===== src/rtl/lsu_mem_arbiter.sv =====
// -----------------------------------------------------------------------------
// lsu_mem_arbiter
//
// Shares one data-memory port between two requesters:
//   port 0 = load/store unit (LSU), port 1 = page-table walker (PTW).
// Requests are granted round-robin. Only one transaction is outstanding at a
// time. The granted request is registered onto the memory port, the memory
// response is captured in a single buffer, and that buffer is returned to the
// requester that owns the transaction. A pipeline flush discards an LSU-owned
// response; the memory transaction itself always runs to completion.
//
// Ports
//   clk, rst              clock, asynchronous active-high reset
//   flush_i               pipeline flush, only affects port-0 transactions
//   pX_req_*              request channel of requester X (valid/ready handshake)
//   pX_resp_*             response channel of requester X (valid/ready handshake)
//   mem_req_*             registered request towards memory
//   mem_resp_*            response from memory
//   busy_o                high whenever a transaction is in progress
// -----------------------------------------------------------------------------
module lsu_mem_arbiter #(
  parameter int XLEN             = 64,
  parameter int VIRTUAL_ADDR_LEN = 39
) (
  input  logic                        clk,
  input  logic                        rst,
  input  logic                        flush_i,

  // Requester 0 (LSU)
  input  logic                        p0_req_valid_i,
  output logic                        p0_req_ready_o,
  input  logic [VIRTUAL_ADDR_LEN-1:0] p0_req_addr_i,
  input  logic [XLEN-1:0]             p0_req_data_i,
  input  logic                        p0_req_we_i,
  input  logic [1:0]                  p0_req_size_i,
  output logic                        p0_resp_valid_o,
  output logic [XLEN-1:0]             p0_resp_data_o,
  input  logic                        p0_resp_ready_i,

  // Requester 1 (page-table walker)
  input  logic                        p1_req_valid_i,
  output logic                        p1_req_ready_o,
  input  logic [VIRTUAL_ADDR_LEN-1:0] p1_req_addr_i,
  input  logic [XLEN-1:0]             p1_req_data_i,
  input  logic                        p1_req_we_i,
  input  logic [1:0]                  p1_req_size_i,
  output logic                        p1_resp_valid_o,
  output logic [XLEN-1:0]             p1_resp_data_o,
  input  logic                        p1_resp_ready_i,

  // Memory port
  output logic                        mem_req_valid_o,
  input  logic                        mem_req_ready_i,
  output logic [VIRTUAL_ADDR_LEN-1:0] mem_req_addr_o,
  output logic [XLEN-1:0]             mem_req_data_o,
  output logic                        mem_req_we_o,
  output logic [1:0]                  mem_req_size_o,
  input  logic                        mem_resp_valid_i,
  input  logic [XLEN-1:0]             mem_resp_data_i,
  output logic                        mem_resp_ready_o,

  output logic                        busy_o
);

  typedef enum logic [1:0] {
    ST_IDLE    = 2'd0,
    ST_REQ     = 2'd1,
    ST_WAIT    = 2'd2,
    ST_DELIVER = 2'd3
  } state_t;

  // ---------------------------------------------------------------------------
  // State and registered outputs
  // ---------------------------------------------------------------------------
  state_t                      r_state;
  logic                        r_owner;       // port that owns the current transaction
  logic                        r_drop;        // LSU response must be discarded
  logic                        r_last_grant;  // port granted most recently
  logic [VIRTUAL_ADDR_LEN-1:0] r_addr;
  logic [XLEN-1:0]             r_data;
  logic                        r_we;
  logic [1:0]                  r_size;
  logic [XLEN-1:0]             r_resp_buf;
  logic                        r_mem_req_valid;
  logic                        r_mem_resp_ready;
  logic                        r_p0_resp_valid;
  logic                        r_p1_resp_valid;
  logic                        r_busy;

  // ---------------------------------------------------------------------------
  // Combinational arbitration (only meaningful in IDLE)
  // ---------------------------------------------------------------------------
  logic                        w_winner;
  logic                        w_grant;
  logic [VIRTUAL_ADDR_LEN-1:0] w_win_addr;
  logic [XLEN-1:0]             w_win_data;
  logic                        w_win_we;
  logic [1:0]                  w_win_size;
  logic                        w_owner_flush;
  logic                        w_resp_hs;

  always_comb begin
    // NOTE: every signal assigned in this block gets a default first, so no
    // path through the if/else can leave it unassigned and infer a latch.
    w_winner = 1'b0;
    if (p0_req_valid_i && p1_req_valid_i) begin
      // Contention: the port that was not granted last time wins.
      w_winner = ~r_last_grant;
    end else if (p1_req_valid_i) begin
      w_winner = 1'b1;
    end
  end

  assign w_grant        = (r_state == ST_IDLE) && (p0_req_valid_i || p1_req_valid_i);
  assign p0_req_ready_o = w_grant && !w_winner;
  assign p1_req_ready_o = w_grant &&  w_winner;

  assign w_win_addr = w_winner ? p1_req_addr_i : p0_req_addr_i;
  assign w_win_data = w_winner ? p1_req_data_i : p0_req_data_i;
  assign w_win_we   = w_winner ? p1_req_we_i   : p0_req_we_i;
  assign w_win_size = w_winner ? p1_req_size_i : p0_req_size_i;

  // A flush only matters when the LSU owns the transaction.
  assign w_owner_flush = flush_i && !r_owner;

  // Response handshake on the owning port.
  assign w_resp_hs = r_owner ? (r_p1_resp_valid && p1_resp_ready_i)
                             : (r_p0_resp_valid && p0_resp_ready_i);

  // ---------------------------------------------------------------------------
  // FSM with registered outputs
  // ---------------------------------------------------------------------------
  always_ff @(posedge clk or posedge rst) begin
    if (rst) begin
      r_state          <= ST_IDLE;
      r_owner          <= 1'b0;
      r_drop           <= 1'b0;
      r_last_grant     <= 1'b1;   // makes port 0 the first contention winner
      r_addr           <= '0;
      r_data           <= '0;
      r_we             <= 1'b0;
      r_size           <= 2'd0;
      // NOTE: the response buffer is a plain register, so it can and does get
      // reset; both response data outputs therefore read zero out of reset.
      r_resp_buf       <= '0;
      r_mem_req_valid  <= 1'b0;
      r_mem_resp_ready <= 1'b0;
      r_p0_resp_valid  <= 1'b0;
      r_p1_resp_valid  <= 1'b0;
      r_busy           <= 1'b0;
    end else begin
      // NOTE: state is updated with non-blocking assignments only, so every
      // decision below sees the values from the start of the cycle.
      unique case (r_state)
        ST_IDLE: begin
          if (w_grant) begin
            r_addr          <= w_win_addr;
            r_data          <= w_win_data;
            r_we            <= w_win_we;
            r_size          <= w_win_size;
            r_owner         <= w_winner;
            r_last_grant    <= w_winner;
            // A flush in the grant cycle still lets the grant complete, but
            // the LSU response is already marked for discard.
            r_drop          <= flush_i && !w_winner;
            r_mem_req_valid <= 1'b1;
            r_busy          <= 1'b1;
            r_state         <= ST_REQ;
          end
        end

        ST_REQ: begin
          // The memory request is never withdrawn; a flush only marks the
          // eventual response for discard.
          if (w_owner_flush) begin
            r_drop <= 1'b1;
          end
          if (mem_req_ready_i) begin
            r_mem_req_valid  <= 1'b0;
            r_mem_resp_ready <= 1'b1;
            r_state          <= ST_WAIT;
          end
        end

        ST_WAIT: begin
          if (mem_resp_valid_i) begin
            r_resp_buf       <= mem_resp_data_i;
            r_mem_resp_ready <= 1'b0;
            if (r_drop || w_owner_flush) begin
              // Response consumed from memory but never presented.
              r_drop  <= 1'b0;
              r_busy  <= 1'b0;
              r_state <= ST_IDLE;
            end else begin
              r_p0_resp_valid <= !r_owner;
              r_p1_resp_valid <=  r_owner;
              r_state         <= ST_DELIVER;
            end
          end else if (w_owner_flush) begin
            r_drop <= 1'b1;
          end
        end

        ST_DELIVER: begin
          // A handshake in the same cycle as a flush counts as delivered;
          // both paths end the transaction identically.
          if (w_resp_hs || w_owner_flush) begin
            r_p0_resp_valid <= 1'b0;
            r_p1_resp_valid <= 1'b0;
            r_drop          <= 1'b0;
            r_busy          <= 1'b0;
            r_state         <= ST_IDLE;
          end
        end

        default: begin
          r_state <= ST_IDLE;
        end
      endcase
    end
  end

  // ---------------------------------------------------------------------------
  // Output wiring
  // ---------------------------------------------------------------------------
  assign mem_req_valid_o  = r_mem_req_valid;
  assign mem_req_addr_o   = r_addr;
  assign mem_req_data_o   = r_data;
  assign mem_req_we_o     = r_we;
  assign mem_req_size_o   = r_size;
  assign mem_resp_ready_o = r_mem_resp_ready;

  assign p0_resp_valid_o  = r_p0_resp_valid;
  assign p1_resp_valid_o  = r_p1_resp_valid;
  // Both requesters see the shared buffer; only the owner's valid is raised.
  assign p0_resp_data_o   = r_resp_buf;
  assign p1_resp_data_o   = r_resp_buf;

  assign busy_o           = r_busy;

endmodule


===== config.mk =====
export PLATFORM = sky130hd
export DESIGN_NAME = lsu_mem_arbiter
export DESIGN_NICKNAME = d
export VERILOG_FILES = /design/src/rtl/lsu_mem_arbiter.sv
export SDC_FILE = /design/constraint.sdc
export NUM_CORES = 1
export LEC_CHECK = 0
export ABC_AREA = 1
export CAP_MARGIN = 20
export CORE_AREA = 2 2 204 206
export DETAILED_ROUTE_END_ITERATION = 6
export DIE_AREA = 0 0 206 208
export SLEW_MARGIN = 20
export SYNTH_ARGS = -nofsm -noshare
export SYNTH_HDL_FRONTEND = slang
export SYNTH_SLANG_ARGS = --single-unit

===== constraint.sdc =====
create_clock -name clk -period 5.75 [get_ports clk]
set_input_delay 0.575 -clock clk [delete_from_list [all_inputs] [get_ports clk]]
set_output_delay 0.575 -clock clk [all_outputs]
set_load 0.005 [all_outputs]

==> results.cfg <==
[finish]
final_cell_mix = nand2_1 (540), clkdlybuf4s50_1 (525), dfrtp_1 (179), nand3_1 (119)
nNetsFinal = 1728
post_route_cells_drive_above_1_share_pct = 3.31
fin_cells = 1985
syn2layout_area_growth_pct = 72.5
layout_commonest_cell = nand2_1
finalCoreUtilization_pct = 34.5

[job]
drv_cap = 0

[critical_path]
cp_max_fo = 30
slowest_stage = nor2_4
crit_path_start_kind = flop
cp.arrival_ns = 3.28
r2r_start = r_state[1]
crit_type = flop to output port
critical_path_required_ns = 5.18
crit_path_max_incr_delay_ns = 0.74
cpLargestDelayFamily = buffers and inverters
cp-end-kind = output port
ff2ff_setup_slack_ns = 2.39
path_buf_inv = 4
path_cells = inv_1 -> ha_1 -> inv_2 -> a21oi_2 -> clkinv_2 -> nor2_4 -> clkdlybuf4s50_1
crit_start = r_state[1]

[logic_synthesis]
syn_avg_cell_area_sq_um = 8.12
synth-seq-area-share_pct = 55.6
syn_area_sq_um = 8100
ys_ff_latch = 180
syn_inst = 998
synth_fp_nets = 1288
synth_warnings = 0
yosysUniqueCellTypes = 23

[sta]
drv_slew = 0
timing.final.crit_share_pct = 67.1
min_period_ns = 3.86
max-slew-margin-rel_pct = 36.8
fmax_mhz = 259
setup_viol = 0
hold_viol_final = 0
fin_tns_setup_ns = 0
worst_slew_pin_slew_ns = 0.948
whs_ns = 0.475
fin_skew_ns = 0.0100
rsz0062_at_grt = no

[placed_design]
portBuffers = 525
gp_congestion = 0.812
place_hpwl_microns = 23900
place_inst = 1951

[clock_tree]
clk_latency_ns = 0.45
path_clk_slew_ns = 0.07
post_cts_buffers = 0
cts_tree = yes
htreeDepth = 4
cts_made_buffers = 17
clk_path_buf_depth = 2
cts_hold_buf = 0
cts_resized = 0
cts-root-buf = clkbuf_16
clkSinkCount = 180

[routing]
drtIter0Drc = 440
avgViaCountPerCell = 4.16
post_drt_wl_per_cell_microns = 16.2
ant_nets = 0
route.met2.wl_microns = 15700
routed-wl-met3_microns = 3190
drc_errors = 0
routed_wirelength_microns = 32200
top_layer = met4
vias = 8261
wl_met1_microns = 12300
drtPass1Iterations = 5

[grt]
grt_max_degree = 92
grt_pass1_vias = 8223
grt_pass1_wl_microns = 48000
track_usage_pct = 14.7
antenna_found_initial = 2
grt_overflow_total = 0

[outcome]
outcome = finished, final reports clean

[power_and_ir_drop]
ir_drop_v = 0.000199
total_power_mw = 6.81
p_per_area_nw_per_um2 = 487
leakage_nw = 6.28

[floorplanning]
fp.dieW_microns = 206
num_rows = 74
ios = 526
die_area_sq_um = 42800
initial_core_util_pct = 20.0
dieHeight_microns = 208
core_area_sq_um = 40600

[min_path]
holdCritPathClass = flop to flop
min-delay-start = r_last_grant
==> final cells by class <==
| cell class | instances | area [sq um] |
|---|---|---|
| antenna | 2 | 5.00 |
| clock buffer | 21 | 450 |
| clock inverter | 11 | 125 |
| fill | 4195 | 26600 |
| inverter | 23 | 95.1 |
| multi-input combinational | 684 | 2810 |
| sequential | 180 | 4510 |
| tap | 532 | 666 |
| timing repair buffer | 532 | 5320 |
==> report_power, final <==
part,internal [mW],total (mW),switching [mW]
clock,0.656,1.20,0.548
combinational,1.91,3.30,1.38
sequential,1.88,2.31,0.425
==> worst register-to-register path, cell delays in order, from the launching register on <==
cell	delay, ns
dfrtp_1	0.41
inv_1	0.15
ha_1	0.21
inv_2	0.09
a21oi_2	0.16
clkinv_2	0.42
nor2_4	0.76
buf_4	0.79
nand2_1	0.22
nand3_1	0.11
==> routing by layer <==
metal  vias up  global-route usage, %
li1       3907                      -
met1      3922                   16.3
met5         -                      0
met3        40                   5.70
met2       392                   24.8
met4         0                   6.16
==> synthesized netlist by cell type <==
library cell	n	area share [%]
nand2_1	541	25
dfstp_2	1	0.32
inv_2	4	0.19
nand3_1	119	7.4
or2_2	1	0.077
nor3_1	1	0.062
a21oi_2	1	0.11
a21oi_1	1	0.062
nor2_2	1	0.077
o21ai_0	6	0.37
clkbuf_1	23	1.1
buf_1	6	0.28
o211ai_1	1	0.093
dfrtp_1	179	55
nor2_1	3	0.14
buf_6	3	0.42
buf_4	68	6.3
nor2_4	1	0.14
buf_2	11	0.68
inv_1	19	0.88
nand4_1	2	0.15
a22oi_1	1	0.093
ha_1	5	0.77
==> path summary, 6_finish.rpt <==
| check | endpoint | cells past startpoint |
|---|---|---|
| setup / recovery | p0_req_ready_o | 7 |
| hold / removal | r_last_grant | 2 |
| setup reg to reg | mem_req_addr_o[6] | 9 |
| hold reg to reg | r_last_grant | 2 |
| max in group asynchronous | mem_req_data_o[55] | 3 |
| min in group asynchronous | p0_resp_data_o[23] | 2 |
==> stage by stage <==
stage	instance area (sq um)	setup WS, ns
after floorplan	8100	0.290
after global placement	13400	1.97
after detailed placement	13400	1.95
after CTS	14000	1.80
after global routing	14000	1.69
final	14000	1.89
==> logic make-up (layout without fill, tap and decap cells) <==
logic type | count (synthesis) | after routing | share of synthesized area [%]
fa+ha+maj | 5 | 5 | 0.772
flops | 180 | 180 | 55.6
other cells | 0 | 2 | 0
simple gates | 669 | 669 | 33.1
buf+inv | 134 | 587 | 9.81
compound gates | 10 | 10 | 0.726
==> sequential cells by signal, indices dropped and copies added, names as in the netlist, 2 cells and up <==
signal          cells
mem_req_addr_o     39
mem_req_size_o      2
p0_resp_data_o     64
mem_req_data_o     64
r_state             2
Note: power is estimated with default switching activity, not from simulation.
